$ cat config.mk
export PLATFORM = sky130hd
export DESIGN_NAME = seg_scan_driver
export DESIGN_NICKNAME = d
export VERILOG_FILES = /design/src/rtl/seg_pkg.sv /design/src/rtl/seg_glyph.sv /design/src/rtl/seg_scan_driver.sv
export SDC_FILE = /design/constraint.sdc
export NUM_CORES = 1
export LEC_CHECK = 0
export ABC_CLOCK_PERIOD_IN_PS = 6450
export CORE_ASPECT_RATIO = 0.6
export CORE_MARGIN = 2
export CORE_UTILIZATION = 40
export DETAILED_ROUTE_END_ITERATION = 10
export DONT_BUFFER_PORTS = 1
export PLACE_DENSITY = 0.62
export SETUP_SLACK_MARGIN = 0.02
export SLEW_MARGIN = 15
export SYNTH_ARGS = -nofsm -noshare
export SYNTH_HDL_FRONTEND = slang
export SYNTH_SLANG_ARGS = --single-unit
$ cat constraint.sdc
create_clock -name clk_slow -period 6.45 [get_ports clk_slow]
set_input_delay 0.3225 -clock clk_slow [delete_from_list [all_inputs] [get_ports clk_slow]]
set_output_delay 0.3225 -clock clk_slow [all_outputs]
set_load 0.05 [all_outputs]
$ cat src/rtl/seg_pkg.sv
// Shared types and constants for the 8-digit multiplexed seven-segment driver.
// Provides the controller state encoding, the digit code carried through the
// display buffer, glyph patterns (bit0..bit6 = a..g, bit7 = dp, always 0) and
// the BCD register width used by the binary-to-decimal converter.
package seg_pkg;

  localparam int unsigned BCD_W = 40;

  typedef enum logic [1:0] {
    StIdle   = 2'd0,
    StConv   = 2'd1,
    StCommit = 2'd2
  } state_e;

  // One display position: a 4-bit value plus overrides for blank and dash.
  typedef struct packed {
    logic       blank;
    logic       dash;
    logic [3:0] val;
  } digit_t;

  localparam digit_t DIGIT_BLANK = '{blank: 1'b1, dash: 1'b0, val: 4'h0};
  localparam digit_t DIGIT_DASH  = '{blank: 1'b0, dash: 1'b1, val: 4'h0};

  localparam logic [7:0] GLYPH_DASH  = 8'h40;
  localparam logic [7:0] GLYPH_BLANK = 8'h00;

  // Indexed by nibble value; element 15 listed first.
  localparam logic [15:0][7:0] GLYPH_HEX = {
    8'h71, 8'h79, 8'h5E, 8'h39, 8'h7C, 8'h77, 8'h6F, 8'h7F,
    8'h07, 8'h7D, 8'h6D, 8'h66, 8'h4F, 8'h5B, 8'h06, 8'h3F
  };

  function automatic digit_t digit_val(input logic [3:0] v);
    digit_t d;
    d.blank = 1'b0;
    d.dash  = 1'b0;
    d.val   = v;
    return d;
  endfunction

endpackage

$ cat src/rtl/seg_glyph.sv
// Combinational digit-code to segment-pattern mapping.
// Ports:
//   code    - digit code (value with blank/dash overrides)
//   pattern - active-high segments, bit0..bit6 = a..g, bit7 = dp (always 0)
module seg_glyph
  import seg_pkg::*;
(
  input  digit_t     code,
  output logic [7:0] pattern
);

  always_comb begin
    pattern = GLYPH_BLANK;
    if (code.dash) begin
      pattern = GLYPH_DASH;
    end else if (!code.blank) begin
      pattern = GLYPH_HEX[code.val];
    end
  end

endmodule

$ cat src/rtl/seg_scan_driver.sv
// Eight-digit multiplexed seven-segment driver with hex or unsigned-decimal
// display. Decimal values are converted by a 32-cycle double-dabble and the
// display buffer is only written at the commit edge, so the scanned display
// never shows a partial result.
// Ports:
//   clk_slow - clock, rising edge
//   rst      - synchronous, active-low reset
//   load     - one-cycle display request, ignored while busy
//   data     - value to display, sampled on accepted load
//   dec_mode - 0 = hex, 1 = unsigned decimal, sampled with data
//   busy     - decimal conversion in progress
//   seg      - segment patterns; seg[1] for digits 7..4, seg[0] for digits 3..0
//   seg_sel  - one-hot digit enables; seg_sel[g][k] enables digit 4g+k
module seg_scan_driver
  import seg_pkg::*;
#(
  parameter int unsigned SCAN_DIV = 16
) (
  input  logic            clk_slow,
  input  logic            rst,
  input  logic            load,
  input  logic [31:0]     data,
  input  logic            dec_mode,
  output logic            busy,
  output logic [1:0][7:0] seg,
  output logic [1:0][3:0] seg_sel
);

  localparam logic [15:0] CntMax = 16'(SCAN_DIV - 1);

  state_e             state_q, state_d;
  logic [4:0]         iter_q, iter_d;
  logic [BCD_W-1:0]   bcd_q, bcd_d;
  logic [BCD_W-1:0]   bcd_adj;
  logic [31:0]        bin_q, bin_d;
  digit_t [7:0]       disp_q, disp_d;
  digit_t [7:0]       commit_digits;
  logic [15:0]        cnt_q, cnt_d;
  logic [1:0]         k_q, k_d;
  logic [1:0][7:0]    seg_q;
  logic [1:0][3:0]    sel_q;
  logic [7:0]         glyph_lo, glyph_hi;

  assign busy    = (state_q != StIdle);
  assign seg     = seg_q;
  assign seg_sel = sel_q;

  // Double-dabble correction: add 3 to every BCD digit >= 5 before shifting.
  always_comb begin
    bcd_adj = '0;
    for (int i = 0; i < BCD_W / 4; i++) begin
      if (bcd_q[4*i +: 4] >= 4'd5) begin
        bcd_adj[4*i +: 4] = bcd_q[4*i +: 4] + 4'd3;
      end else begin
        bcd_adj[4*i +: 4] = bcd_q[4*i +: 4];
      end
    end
  end

  // Final digits: dashes on overflow, otherwise blank leading zeros down to
  // digit 1 (digit 0 always shows).
  always_comb begin
    logic overflow;
    logic zero_run;
    overflow      = |bcd_q[39:32];
    zero_run      = 1'b1;
    commit_digits = '0;
    for (int k = 7; k >= 0; k--) begin
      zero_run = zero_run & (bcd_q[4*k +: 4] == 4'h0);
      if (overflow) begin
        commit_digits[k] = DIGIT_DASH;
      end else if (zero_run && (k != 0)) begin
        commit_digits[k] = DIGIT_BLANK;
      end else begin
        commit_digits[k] = digit_val(bcd_q[4*k +: 4]);
      end
    end
  end

  always_comb begin
    state_d = state_q;
    iter_d  = iter_q;
    bcd_d   = bcd_q;
    bin_d   = bin_q;
    disp_d  = disp_q;
    case (state_q)
      StIdle: begin
        if (load) begin
          if (dec_mode) begin
            state_d = StConv;
            bin_d   = data;
            bcd_d   = '0;
            iter_d  = '0;
          end else begin
            for (int k = 0; k < 8; k++) begin
              disp_d[k] = digit_val(data[4*k +: 4]);
            end
          end
        end
      end
      StConv: begin
        bcd_d  = {bcd_adj[BCD_W-2:0], bin_q[31]};
        bin_d  = {bin_q[30:0], 1'b0};
        iter_d = iter_q + 5'd1;
        if (iter_q == 5'd31) begin
          state_d = StCommit;
        end
      end
      StCommit: begin
        disp_d  = commit_digits;
        state_d = StIdle;
      end
      default: state_d = StIdle;
    endcase
  end

  always_comb begin
    cnt_d = cnt_q + 16'd1;
    k_d   = k_q;
    if (cnt_q >= CntMax) begin
      cnt_d = '0;
      k_d   = k_q + 2'd1;
    end
  end

  // Outputs decode the next-state index and buffer so they line up with the
  // registered k and buffer contents after every edge.
  seg_glyph u_glyph_lo (
    .code    (disp_d[{1'b0, k_d}]),
    .pattern (glyph_lo)
  );

  seg_glyph u_glyph_hi (
    .code    (disp_d[{1'b1, k_d}]),
    .pattern (glyph_hi)
  );

  always_ff @(posedge clk_slow) begin
    if (!rst) begin
      state_q <= StIdle;
      iter_q  <= '0;
      bcd_q   <= '0;
      bin_q   <= '0;
      disp_q  <= {8{DIGIT_BLANK}};
      cnt_q   <= '0;
      k_q     <= '0;
      seg_q   <= '0;
      sel_q   <= '0;
    end else begin
      state_q <= state_d;
      iter_q  <= iter_d;
      bcd_q   <= bcd_d;
      bin_q   <= bin_d;
      disp_q  <= disp_d;
      cnt_q   <= cnt_d;
      k_q     <= k_d;
      seg_q   <= {glyph_hi, glyph_lo};
      sel_q   <= {2{4'b0001 << k_d}};
    end
  end

endmodule

==> results.py <==
metrics = {
    "run_status": {
        "status": "finished, final reports clean",
    },
    "timing": {
        "post-route-period-util": 0.640,
        "finalCriticalPeriod_ns": 4.13,
        "grt_setup_unrepaired": "no",
        "setup_slack_ns": 2.32,
        "timing.final.setup_violations": 0,
        "setup_total_negative_slack_ns": 0,
        "clock.fmax_mhz": 242,
        "worst_slew_pin_slew_ns": 1.10,
        "report.final.slew_viol_count": 0,
        "finalHoldViolations": 0,
        "max_slew_margin": 0.264,
        "finClkSkew_ns": 0.00712,
    },
    "worst_setup_path": {
        "crit_chain": "inv_1 -> ha_1 -> nor3b_1 -> nand4_1 -> nor2_1 -> a31oi_1 -> a222oi_1 -> a211oi_1 -> a31oi_1 -> inv_1 -> ha_1 -> mux2_1 -> a221oi_1 -> o31a_1",
        "cp-end-kind": "register",
        "largest_driver_fanout_on_the_critical_path": 6,
        "crit-reg2reg-capture": "seg[6]",
        "rr_startpoint": "bcd_q[17]",
        "cp_data_arrival_time_ns": 4.51,
        "reg2reg_slack_ns": 2.32,
        "worstSetupStartpointType": "register",
        "reg2reg_depth": 14,
        "worst_path_largest_cell_delay_ns": 0.53,
        "criticalPathCategory": "reg2reg",
        "critical-path-slowest-cell": "sky130_fd_sc_hd__a222oi_1",
        "worstPathRequired_ns": 6.83,
    },
    "detailed_routing": {
        "wl_per_cell_um": 18.8,
        "postRouteWirelength_um": 22500,
        "route.detailed.drc": 0,
        "routed_via_density": 5.64,
        "number_of_drc_violations_after_detailed_routing_iteration_0": 678,
        "detail_route.first_pass.iterations": 7,
        "num_vias": 6726,
        "antenna_violating_nets_post_route": 0,
    },
    "finish": {
        "numnets_final": 995,
        "syn2layout_area_growth_pct": 9.46,
        "layout.cell_area.non_filler_mm2": 0.00863,
        "layout-drive-gt1-share": 0.0701,
        "diodes": 0,
        "layout_common_cells": "163 x sky130_fd_sc_hd__dfxtp_1, 147 x sky130_fd_sc_hd__nor2_1, 113 x sky130_fd_sc_hd__nand2_1",
        "final_common_cell": "sky130_fd_sc_hd__dfxtp_1",
    },
    "grt": {
        "grt.total_usage": 0.219,
        "grt_remaining_overflow": 0,
        "grt-busiest-layer": "met1",
        "number_of_antenna_violations_at_the_first_check_in_global_routing": 0,
        "grt_start_max_net_pins": 75,
        "grt_use_met1": 0.348,
        "grt_pass1_wl_um": 34900,
        "globalRouteMet3Util": 0.0663,
        "gr-usage-met2": 0.279,
        "first_global_vias": 6005,
    },
    "job": {
        "maxCapViolCount": 0,
    },
    "cts": {
        "tritoncts": "built",
        "cts_made_buffers": 17,
        "clk_root_buffer_cell": "sky130_fd_sc_hd__clkbuf_16",
        "clk_transition_reported_paths_ns": 0.06,
        "post_cts_repair_resize_count": 0,
        "htree_levels": 4,
        "clock_insertion_delay_worst_skew_ns": 0.44,
        "number_of_clock_sinks": 163,
        "max-clock-path-buffers": 2,
    },
    "yosys": {
        "synth_seq_area_share": 0.414,
        "synth-async-reset-ratio": 0,
        "post_synth_instance_area_mm2": 0.00788,
        "synthSimpleGateAreaFrac": 0.210,
        "syn_avg_cell_area_um2": 8.41,
        "dominant_combinational_cell_family_by_area_after_synthesis": "simple AND/OR/NAND/NOR gates",
        "number_of_enable_flip_flop_cells_after_synthesis": 0,
        "synth_xor_xnor_area_share": 0.0252,
        "postSynth.topFlopCell": "sky130_fd_sc_hd__dfxtp_1",
        "synth_compound_area_frac": 0.202,
        "yosys_register_bits": 163,
        "synth_mux_area_frac": 0.0178,
        "yosys_warnings": 0,
        "synth_fa_ha_area_frac": 0.0714,
        "number_of_cells_produced_by_synthesis": 937,
        "synth_cell_types": 66,
    },
    "hold_path": {
        "hp-start": "rst",
        "worstHoldEndpoint": "k_q[0]",
        "worst_hold_path.num_cells": 2,
        "hold_path.class": "in2reg",
    },
    "placed_design": {
        "placement.setup.worst_slack_ns": 2.55,
        "detailed_place.area_mm2": 0.00803,
        "detailedPlacementHpwl_um": 15400,
        "buffer_ports.inserted": 0,
        "gp_congestion": 0.848,
    },
    "power": {
        "worst_ir_drop_vdd_uv": 202,
        "power.static_leakage_uw": 0.00328,
        "total_power_uw": 2520,
        "power-per-cell-area_mw_per_mm2": 292,
    },
    "die": {
        "placement_rows": 39,
        "floorplan.initialDensity": 0.411,
        "floorplan.die.height_um": 113,
        "fp.coreArea_mm2": 0.0192,
        "die-width_um": 185,
        "floorplan.die_area_mm2": 0.0209,
        "num_io_pins": 61,
    },
}
repair_timing:
action,in CTS,in global routing
endpoints found under the hold margin,8,0
hold buffers,1,0
buffers inserted,0,0
worst max-delay path, delay by kind of cell, from the launching register on:
family | cells | cell delay [ns]
adder cells (fa/ha/maj) | 2 | 0.46
buffers and inverters | 2 | 0.34
AO/OA/AOI/OAI | 6 | 1.75
AND/OR/NAND/NOR | 3 | 0.84
multiplexers | 1 | 0.30
flip-flops | 1 | 0.37
registers in the layout, summed over array words and instances (netlist names), 4 cells and up:
signal	flops
disp_q	48
seg_sel	4
cnt_q	16
bcd_q	40
seg	14
bin_q	32
iter_q	5
Yosys cell counts, types with 3 or more instances:
master	number	area (um^2)
sky130_fd_sc_hd__a211oi_1	5	37.5
sky130_fd_sc_hd__a21o_1	3	22.5
sky130_fd_sc_hd__a21oi_1	51	255
sky130_fd_sc_hd__a221oi_1	8	70.1
sky130_fd_sc_hd__a222oi_1	20	200
sky130_fd_sc_hd__a22oi_1	30	225
sky130_fd_sc_hd__a311oi_1	32	280
sky130_fd_sc_hd__a31oi_1	4	25.0
sky130_fd_sc_hd__and2_1	4	25.0
sky130_fd_sc_hd__and3_1	6	37.5
sky130_fd_sc_hd__buf_1	6	22.5
sky130_fd_sc_hd__buf_2	9	45.0
sky130_fd_sc_hd__buf_4	9	67.6
sky130_fd_sc_hd__buf_6	5	56.3
sky130_fd_sc_hd__clkbuf_1	37	139
sky130_fd_sc_hd__dfxtp_1	163	3260
sky130_fd_sc_hd__ha_1	45	563
sky130_fd_sc_hd__inv_1	36	135
sky130_fd_sc_hd__mux2i_1	5	50.1
sky130_fd_sc_hd__mux4_2	3	67.6
sky130_fd_sc_hd__nand2_1	113	424
sky130_fd_sc_hd__nand2b_1	17	106
sky130_fd_sc_hd__nand3_1	23	115
sky130_fd_sc_hd__nand4_1	4	25.0
sky130_fd_sc_hd__nor2_1	148	556
sky130_fd_sc_hd__nor2b_1	5	31.3
sky130_fd_sc_hd__nor3_1	23	115
sky130_fd_sc_hd__nor3b_1	3	22.5
sky130_fd_sc_hd__nor4_2	3	37.5
sky130_fd_sc_hd__o211ai_1	7	52.6
sky130_fd_sc_hd__o21ai_0	34	170
sky130_fd_sc_hd__o21ai_1	4	20.0
sky130_fd_sc_hd__o22a_1	5	43.8
sky130_fd_sc_hd__o22ai_1	8	50.1
sky130_fd_sc_hd__o311ai_0	4	35.0
sky130_fd_sc_hd__xnor2_1	13	114
sky130_fd_sc_hd__xor2_1	6	52.6
how the worst max path moves through the flow:
stage / endpoint / start / slack [ns]
floorplan: seg[6] / state_q[1] / 3.07
global placement: seg[6] / state_q[0] / 2.61
detailed placement: seg[6] / state_q[0] / 2.55
CTS: seg[6] / bcd_q[17] / 2.48
global route: seg[6] / bcd_q[25] / 2.05
finish: seg[6] / bcd_q[17] / 2.32
metrics by stage:
| stage | util | instances | hold slack (ns) |
|---|---|---|---|
| floorplan | - | 950 | 0.418 |
| CTS | 0.450 | 1193 | 0.00518 |
| global placement | 0.419 | 1160 | 0.392 |
| detailed placement | 0.419 | 1160 | 0.394 |
| finish | 0.450 | 1193 | 0.0260 |
| global route | 0.450 | 1193 | 0.0168 |
per-layer routing:
metal | up-vias | part of all wire
met3 | 27 | 0.098
met4 | 0 | 0.015
li1 | 3262 | -
met2 | 266 | 0.38
met5 | - | 0
met1 | 3171 | 0.51
area by class of cell:
type	instances	area, um^2
Clock buffer	20	437
Fill cell	1894	10500
Inverter	37	140
Tap cell	266	333
Sequential cell	163	3260
Multi-Input combinational cell	684	4220
Clock inverter	12	156
Timing Repair Buffer	11	85.1
kinds of logic after synthesis:
| logic type | count (synthesis) |
|---|---|
| multiplexers | 10 |
| AND/OR/NAND/NOR | 368 |
| adder cells (fa/ha/maj) | 45 |
| AO/OA/AOI/OAI | 226 |
| flip-flops | 163 |
| XOR/XNOR | 21 |
| other | 1 |
| buffers and inverters | 103 |
power breakdown:
part	internal, uW	switching [uW]	total [uW]
sequential	1060	91.0	1150
clock	612	432	1040
combinational	109	209	319
(Power assumes the default switching activity.)
